**config.mk**
```make
export PLATFORM = sky130hd
export DESIGN_NAME = reg_file_8x4
export DESIGN_NICKNAME = d
export VERILOG_FILES = /design/src/rtl/cpu_pkg.sv /design/src/rtl/rf_read_port.sv /design/src/rtl/reg_file_8x4.sv
export SDC_FILE = /design/constraint.sdc
export NUM_CORES = 1
export LEC_CHECK = 0
export ABC_CLOCK_PERIOD_IN_PS = 1610
export CORE_ASPECT_RATIO = 1.25
export CORE_MARGIN = 8
export CORE_UTILIZATION = 40
export DETAILED_ROUTE_END_ITERATION = 16
export PLACE_DENSITY = 0.72
export RECOVER_POWER = 50
export SKIP_CTS_REPAIR_TIMING = 1
export SLEW_MARGIN = 20
export SYNTH_ARGS = -nofsm -noshare
export SYNTH_HDL_FRONTEND = slang
export SYNTH_SLANG_ARGS = --single-unit
```
**constraint.sdc**
```tcl
create_clock -name clk -period 1.61 [get_ports clk]
set_input_delay 0.2415 -clock clk [delete_from_list [all_inputs] [get_ports clk]]
set_output_delay 0.2415 -clock clk [all_outputs]
set_load 0.05 [all_outputs]
```
**src/rtl/cpu_pkg.sv**
```systemverilog
// Shared types and constants for the 4-bit CPU register bank.
// Used by reg_file_8x4 and rf_read_port (the REG_FILE_BYPASS_EN build changes no types here).
package cpu_pkg;

  localparam int REG_W  = 4;
  localparam int REG_N  = 8;
  localparam int REG_AW = 3;

  typedef logic [REG_W-1:0]  reg_t;
  typedef logic [REG_AW-1:0] regaddr_t;

  typedef enum logic [0:0] {
    RF_IDLE  = 1'b0,
    RF_CLEAR = 1'b1
  } rf_state_t;

  // Index of the last register, where a clear sequence ends.
  localparam regaddr_t RF_LAST = regaddr_t'(REG_N - 1);

endpackage

```
**src/rtl/rf_read_port.sv**
```systemverilog
// Registered 8:1 read selector for one port of the register bank.
// With REG_FILE_BYPASS_EN defined, an accepted same-edge write to the read address is forwarded.
module rf_read_port
  import cpu_pkg::*;
(
  input  logic                   clk,
  input  logic                   rst_n,
  input  logic [REG_N*REG_W-1:0] bank_i,
  input  regaddr_t               raddr_i,
`ifdef REG_FILE_BYPASS_EN
  input  logic                   wr_en_i,
  input  regaddr_t               waddr_i,
  input  reg_t                   wdata_i,
`endif
  output reg_t                   rdata_o
);

  reg_t rdata_d;
  reg_t rdata_q;

  // Select the addressed register from the pre-edge bank contents.
  always_comb begin
    rdata_d = bank_i[raddr_i*REG_W +: REG_W];
`ifdef REG_FILE_BYPASS_EN
    if (wr_en_i && (waddr_i == raddr_i)) begin
      rdata_d = wdata_i;
    end
`endif
  end

  always_ff @(posedge clk or negedge rst_n) begin
    if (!rst_n) begin
      rdata_q <= '0;
    end else begin
      rdata_q <= rdata_d;
    end
  end

  assign rdata_o = rdata_q;

endmodule

```
**src/rtl/reg_file_8x4.sv**
```systemverilog
// Eight-entry by 4-bit register bank: one write port, two registered read ports, sequenced clear.
// Optional macro REG_FILE_BYPASS_EN enables write-to-read forwarding on both read ports.
module reg_file_8x4
  import cpu_pkg::*;
#(
  parameter int NREG = REG_N,
  parameter int W    = REG_W,
  parameter int AW   = REG_AW
) (
  input  logic              clk,
  input  logic              rst_n,
  input  logic              we,
  input  logic [AW-1:0]     waddr,
  input  logic [W-1:0]      wdata,
  input  logic [AW-1:0]     raddr_a,
  input  logic [AW-1:0]     raddr_b,
  output logic [W-1:0]      rdata_a,
  output logic [W-1:0]      rdata_b,
  input  logic              clr_req,
  output logic              busy,
  output logic [NREG*W-1:0] regs_flat
);

  rf_state_t state_q, state_d;
  regaddr_t  ptr_q, ptr_d;
  reg_t      regs_q [REG_N];
  reg_t      regs_d [REG_N];
  logic      wr_accept;

  assign wr_accept = we && (state_q == RF_IDLE);
  assign busy      = (state_q == RF_CLEAR);

  // Clear walks ptr 0..7 one register per cycle; ptr wraps back to 0 on exit.
  always_comb begin
    state_d = state_q;
    ptr_d   = ptr_q;
    unique case (state_q)
      RF_IDLE: begin
        if (clr_req) begin
          state_d = RF_CLEAR;
          ptr_d   = '0;
        end
      end
      RF_CLEAR: begin
        ptr_d = ptr_q + 1'b1;
        if (ptr_q == RF_LAST) begin
          state_d = RF_IDLE;
        end
      end
      default: begin
        state_d = RF_IDLE;
        ptr_d   = '0;
      end
    endcase
  end

  always_ff @(posedge clk or negedge rst_n) begin
    if (!rst_n) begin
      state_q <= RF_IDLE;
      ptr_q   <= '0;
    end else begin
      state_q <= state_d;
      ptr_q   <= ptr_d;
    end
  end

  // Writes are only accepted in IDLE, so they can never collide with a clear.
  always_comb begin
    for (int i = 0; i < REG_N; i++) begin
      regs_d[i] = regs_q[i];
    end
    if (wr_accept) begin
      regs_d[waddr] = wdata;
    end
    if (state_q == RF_CLEAR) begin
      regs_d[ptr_q] = '0;
    end
  end

  always_ff @(posedge clk or negedge rst_n) begin
    if (!rst_n) begin
      for (int i = 0; i < REG_N; i++) begin
        regs_q[i] <= '0;
      end
    end else begin
      for (int i = 0; i < REG_N; i++) begin
        regs_q[i] <= regs_d[i];
      end
    end
  end

  for (genvar g = 0; g < REG_N; g++) begin : g_flat
    assign regs_flat[g*REG_W +: REG_W] = regs_q[g];
  end

  rf_read_port u_port_a (
    .clk     (clk),
    .rst_n   (rst_n),
    .bank_i  (regs_flat),
    .raddr_i (raddr_a),
`ifdef REG_FILE_BYPASS_EN
    .wr_en_i (wr_accept),
    .waddr_i (waddr),
    .wdata_i (wdata),
`endif
    .rdata_o (rdata_a)
  );

  rf_read_port u_port_b (
    .clk     (clk),
    .rst_n   (rst_n),
    .bank_i  (regs_flat),
    .raddr_i (raddr_b),
`ifdef REG_FILE_BYPASS_EN
    .wr_en_i (wr_accept),
    .waddr_i (waddr),
    .wdata_i (wdata),
`endif
    .rdata_o (rdata_b)
  );

endmodule

```
# Yosys cells after proc, flatten, opt, wreduce, memory -nomap -nowiden
# Cells that the tools add are included.
dict set report classes {
  n_addsub 1
  magnitude_cmp 4
  n_eq_ne 2
  n_shift 2
  n_mux 12
  bitwise 5
  n_reduce_logical 3
}
# operator n
set op_table {}
lappend op_table {{$mux 32} 2}
lappend op_table {{$shiftx 32x6->4} 2}
lappend op_table {{$and 32x32->32} 1}
lappend op_table {{$bwmux 32} 1}
lappend op_table {{$not 32->32} 1}
lappend op_table {{$demux 4 s3} 2}
lappend op_table {{$ge 4x4->1 const B} 2}
lappend op_table {{$lt 4x1->1 const B} 2}
lappend op_table {{$mux 4} 2}
lappend op_table {{$not 3->4} 2}
lappend op_table {{$pmux 3 s2} 1}
lappend op_table {{$add 3x1->3 const B} 1}
lappend op_table {{$eq 3x3->1 const B} 1}
lappend op_table {{$logic_and 1x1->1} 3}
lappend op_table {{$mux 3} 1}
lappend op_table {{$mux 1} 2}
lappend op_table {{$ne 2x2->1 const B} 1}
lappend op_table {{$pmux 1 s2} 1}
lappend op_table {{$not 1->1} 1}
dict set report totals {
  register_bits 44
  input_bits 17
  output_inout_bits 41
}

# Longest topological paths before layout
dict set report logic_depth {
  word_depth 9
  mapped_depth 5
  depth_no_buf 4
}

# By module
# A second synthesis with hierarchy kept.
dict set report hier_totals {
  hier_cells 215
  area_unflattened_um2 2457.4
}
# module n_inst cells_per_inst area_each_um2 seq_area_each_um2
set by_module_without_submodules {}
lappend by_module_without_submodules {reg_file_8x4 1 179 1716.6 900.9}
lappend by_module_without_submodules {rf_read_port 2 18 370.4 100.1}

# Worst setup path before layout
# No wires, ideal clock.
dict set report synth_timing {
  kind {register to register}
  from {reg state_q (netlist: busy)}
  to {reg regs_q, in the netlist regs_flat[24]}
  setup_ns 0.127
  t_arrival_ns 1.376
  path_slack_ns 0.107
  path_stages_with_launch 6
  path_cell_list {dfrtp_1 -> and3b_1 -> buf_2 -> buf_2 -> nand3_1 -> o21ai_0}
}
# element line_no
set synth_rtl {}
lappend synth_rtl {{from (decl)} reg_file_8x4.sv:24} ;# rf_state_t state_q, state_d;
lappend synth_rtl {{from (signal assigned)} reg_file_8x4.sv:62} ;# state_q <= state_d;
lappend synth_rtl {{to (signal, indexed assignment)} reg_file_8x4.sv:87} ;# regs_q[i] <= regs_d[i];
lappend synth_rtl {{to (decl)} reg_file_8x4.sv:26} ;# reg_t regs_q [REG_N];

# Worst setup path in the final report
dict set report layout_timing {
  from {in raddr_b[1]}
  to {reg u_port_b.rdata_q[0] (netlist: u_port_b.rdata_o[0])}
}
dict set report layout_via {
  elab_chain_len 1
}
# element line_no
set layout_lines {}
lappend layout_lines {{from (decl)} reg_file_8x4.sv:16} ;# input logic [AW-1:0] raddr_b,
lappend layout_lines {{$shiftx 32x6->4} rf_read_port.sv:23} ;# rdata_d = bank_i[raddr_i*REG_W +: REG_W];
lappend layout_lines {{via u_port_b.rdata_d[0]} rf_read_port.sv:18} ;# reg_t rdata_d;
lappend layout_lines {{to (signal assigned)} rf_read_port.sv:35} ;# rdata_q <= rdata_d;
lappend layout_lines {{to (decl)} rf_read_port.sv:19} ;# reg_t rdata_q;
# The timed path passes the listed nets, and every way through them passes these cells.
# A chain may end at the register's enable or synchronous reset.

==> flow_summary.toml <==
[run_status]
status = "finished clean"

[floorplan]
core_sq_mm = 0.005818
dieArea_sq_mm = 0.008757
start_util = 0.4129
io_pins = 58
die_h_um = 102.6
num_rows = 31
die_w_um = 85.32

[cts]
tritoncts = "yes"
clock_latency_ns = 0.30
h-tree-depth = 2
cts_buffers = 5
clkSinkCount = 44
cts.clk_slew.worst_paths_ns = 0.08
cts-root-buf = "clkbuf_8"
clockBufferDepth = 2

[cells_and_area]
area_delta_synth_final_pct = 27.50
drive_above_1_share = 0.2286
n_fill_cell = 538
diodes = 0
fin_util = 0.5265
multi_input_area_sq_mm = 0.001201
seqCellArea_sq_mm = 0.001101
final_nets = 298

[detailed_routing]
wirelength_um = 6959
vias_per_cell = 5.838
drt-pass1-iter-count = 4
wl_per_cell_um = 20.11
drc = 0
ant_nets = 0
dr_total_vias = 2020
drtIter0Drc = 98

[synth]
synth-compound-area-share = 0.07083
synth_warnings = 0
synth-main-ff-cell = "dfrtp_1"
yosys-mux-area-fraction = 0.2208
synth_top_area_share = 0.4583
synth_xor_area_frac = 0
async_reset_ff_frac = 1.000
netlist_area_sq_mm = 0.002402
synth_cell_types = 22
synth_fa_ha_area_frac = 0.01042
synth_simple_gate_area_frac = 0.1958
synth_top_family_by_area = "multiplexers"
synth_cells = 215
ys_top_cells_by_area = "dfrtp_1, mux4_1, o21ai_0"
ys_seq_area_frac = 0.4583
syn_nets = 234
synth-edff-count = 0
yosysTopAreaCell = "dfrtp_1"
synth_area_per_cell_sq_um = 11.17
ys_ff_latch = 44

[placed_design]
place_ws_ns = -0.2520
io_buffers = 57
gp_congestion = 0.8545
hpwl_um = 5320

[worst_setup_path]
crit_fanout = 8
path_class = "in2reg"
r2r-end = "u_port_b.rdata_o[1]"
crit_required_ns = 1.79
arrival_ns = 1.73
startpoint_type = "input port"
worst-r2r-cell-count = 2
worstReg2RegStart = "regs_flat[13]"
reg2reg_setup_slack_ns = 0.24
endpoint_kind = "flip-flop"

[timing]
relSlewSlack = 0.2723
layout_min_cycle_time_ns = 1.546
fmax_mhz = 646.9
post-route-period-util = 0.9602
setup_viol = 0
rsz0062_at_grt = "no"
maxSlewViolCount = 0
fin_setup_tns_ns = 0
tightest_slew_ns = 1.091
setup_slack_ns = 0.06407
whs_ns = 0.2249
clock_skew_ns = 0.01021
final_hold_viol_count = 0

[power]
p_per_area_mw_per_mm2 = 2002
power_mw = 6.133
ir_worst_vdd_mv = 0.7073
p_leak_nw = 1.443

[global_route]
grtUsageTotal = 0.1632
antenna_found_initial = 0
grt_max_degree = 45
grt_pass1_wl_um = 10950
first_global_vias = 2036
gr-total-overflow = 0

[worst_hold_path]
worst_hold_path_type = "in2async"

[flow_run]
maxCapViolations = 0
==> kinds of logic after synthesis <==
kind of cell,count (synthesis)
AOI/OAI and AO/OA,34
adders and majority gates,2
buffers and inverters,18
DFF,44
muxes,26
and+or+nand+nor,91
==> state kept, by name, indices dropped and copies added (netlist names) <==
| register | flops |
|---|---|
| busy | 1 |
| ptr_q | 3 |
| regs_flat | 32 |
| u_port_a.rdata_o | 4 |
| u_port_b.rdata_o | 4 |
==> how the worst max path moves through the flow <==
stage / startpoint / depth (start not counted) / end
final: raddr_b[1] / 4 / u_port_b.rdata_o[0]
after global routing: raddr_b[1] / 4 / u_port_b.rdata_o[2]
after CTS: raddr_a[0] / 4 / u_port_a.rdata_o[1]
after detailed placement: raddr_a[0] / 4 / u_port_a.rdata_o[1]
after global placement: raddr_b[1] / 4 / u_port_b.rdata_o[1]
after floorplan: busy / 5 / regs_flat[24]
==> cell type report <==
class | instances | share of cell area
Multi-Input combinational cell | 153 | 0.3922
Sequential cell | 44 | 0.3595
Timing Repair Buffer | 74 | 0.1850
Tap cell | 66 | 0.02696
Clock buffer | 6 | 0.02369
Clock inverter | 2 | 0.01144
Inverter | 1 | 0.001225
==> through the flow <==
step / area [sq um] / std cells
2_1_floorplan: 2402 / 215
5_1_grt: 3063 / 346
3_3_place_gp: 3029 / 338
6_report: 3063 / 346
3_5_place_dp: 3029 / 338
4_1_cts: 3137 / 346
==> synthesized netlist by cell type, types with 3 or more instances <==
| cell type | count |
|---|---|
| nand3_1 | 31 |
| o21ai_0 | 34 |
| buf_2 | 6 |
| buf_6 | 4 |
| mux4_1 | 16 |
| nand2_1 | 35 |
| and2_1 | 9 |
| mux2_2 | 8 |
| nand4bb_1 | 3 |
| clkbuf_1 | 7 |
| nand4b_1 | 3 |
| dfrtp_1 | 44 |
==> metal layers <==
layer | share of wire | GRT usage | wire, um | vias up
li1 | - | - | - | 922
met1 | 0.38 | 0.1741 | 2673 | 994
met2 | 0.51 | 0.2867 | 3549 | 92
met3 | 0.072 | 0.04306 | 498 | 12
met4 | 0.034 | 0.09595 | 237 | 0
met5 | 0 | 0 | 0 | -
==> power breakdown <==
part           switching, mW  internal, mW
sequential             0.505          1.55
combinational           2.22          1.02
clock                  0.382         0.461
total                   3.11          3.02
==> critical path: stages <==
cell	delay (ns)
clkdlybuf4s50_1	0.51
buf_12	0.14
mux4_1	0.55
mux2_2	0.28
==> cells in the final DEF (no fill, tap or decap), types with 3 or more instances in the layout <==
master	count
and2_1	9
buf_12	3
buf_4	36
clkbuf_1	12
clkbuf_2	8
clkbuf_8	5
clkdlybuf4s50_1	15
dfrtp_1	44
mux2_2	8
mux4_1	16
nand2_1	35
nand3_1	31
nand4b_1	3
nand4bb_1	3
o21ai_0	34
No activity file was read; power rests on OpenSTA's default activity.
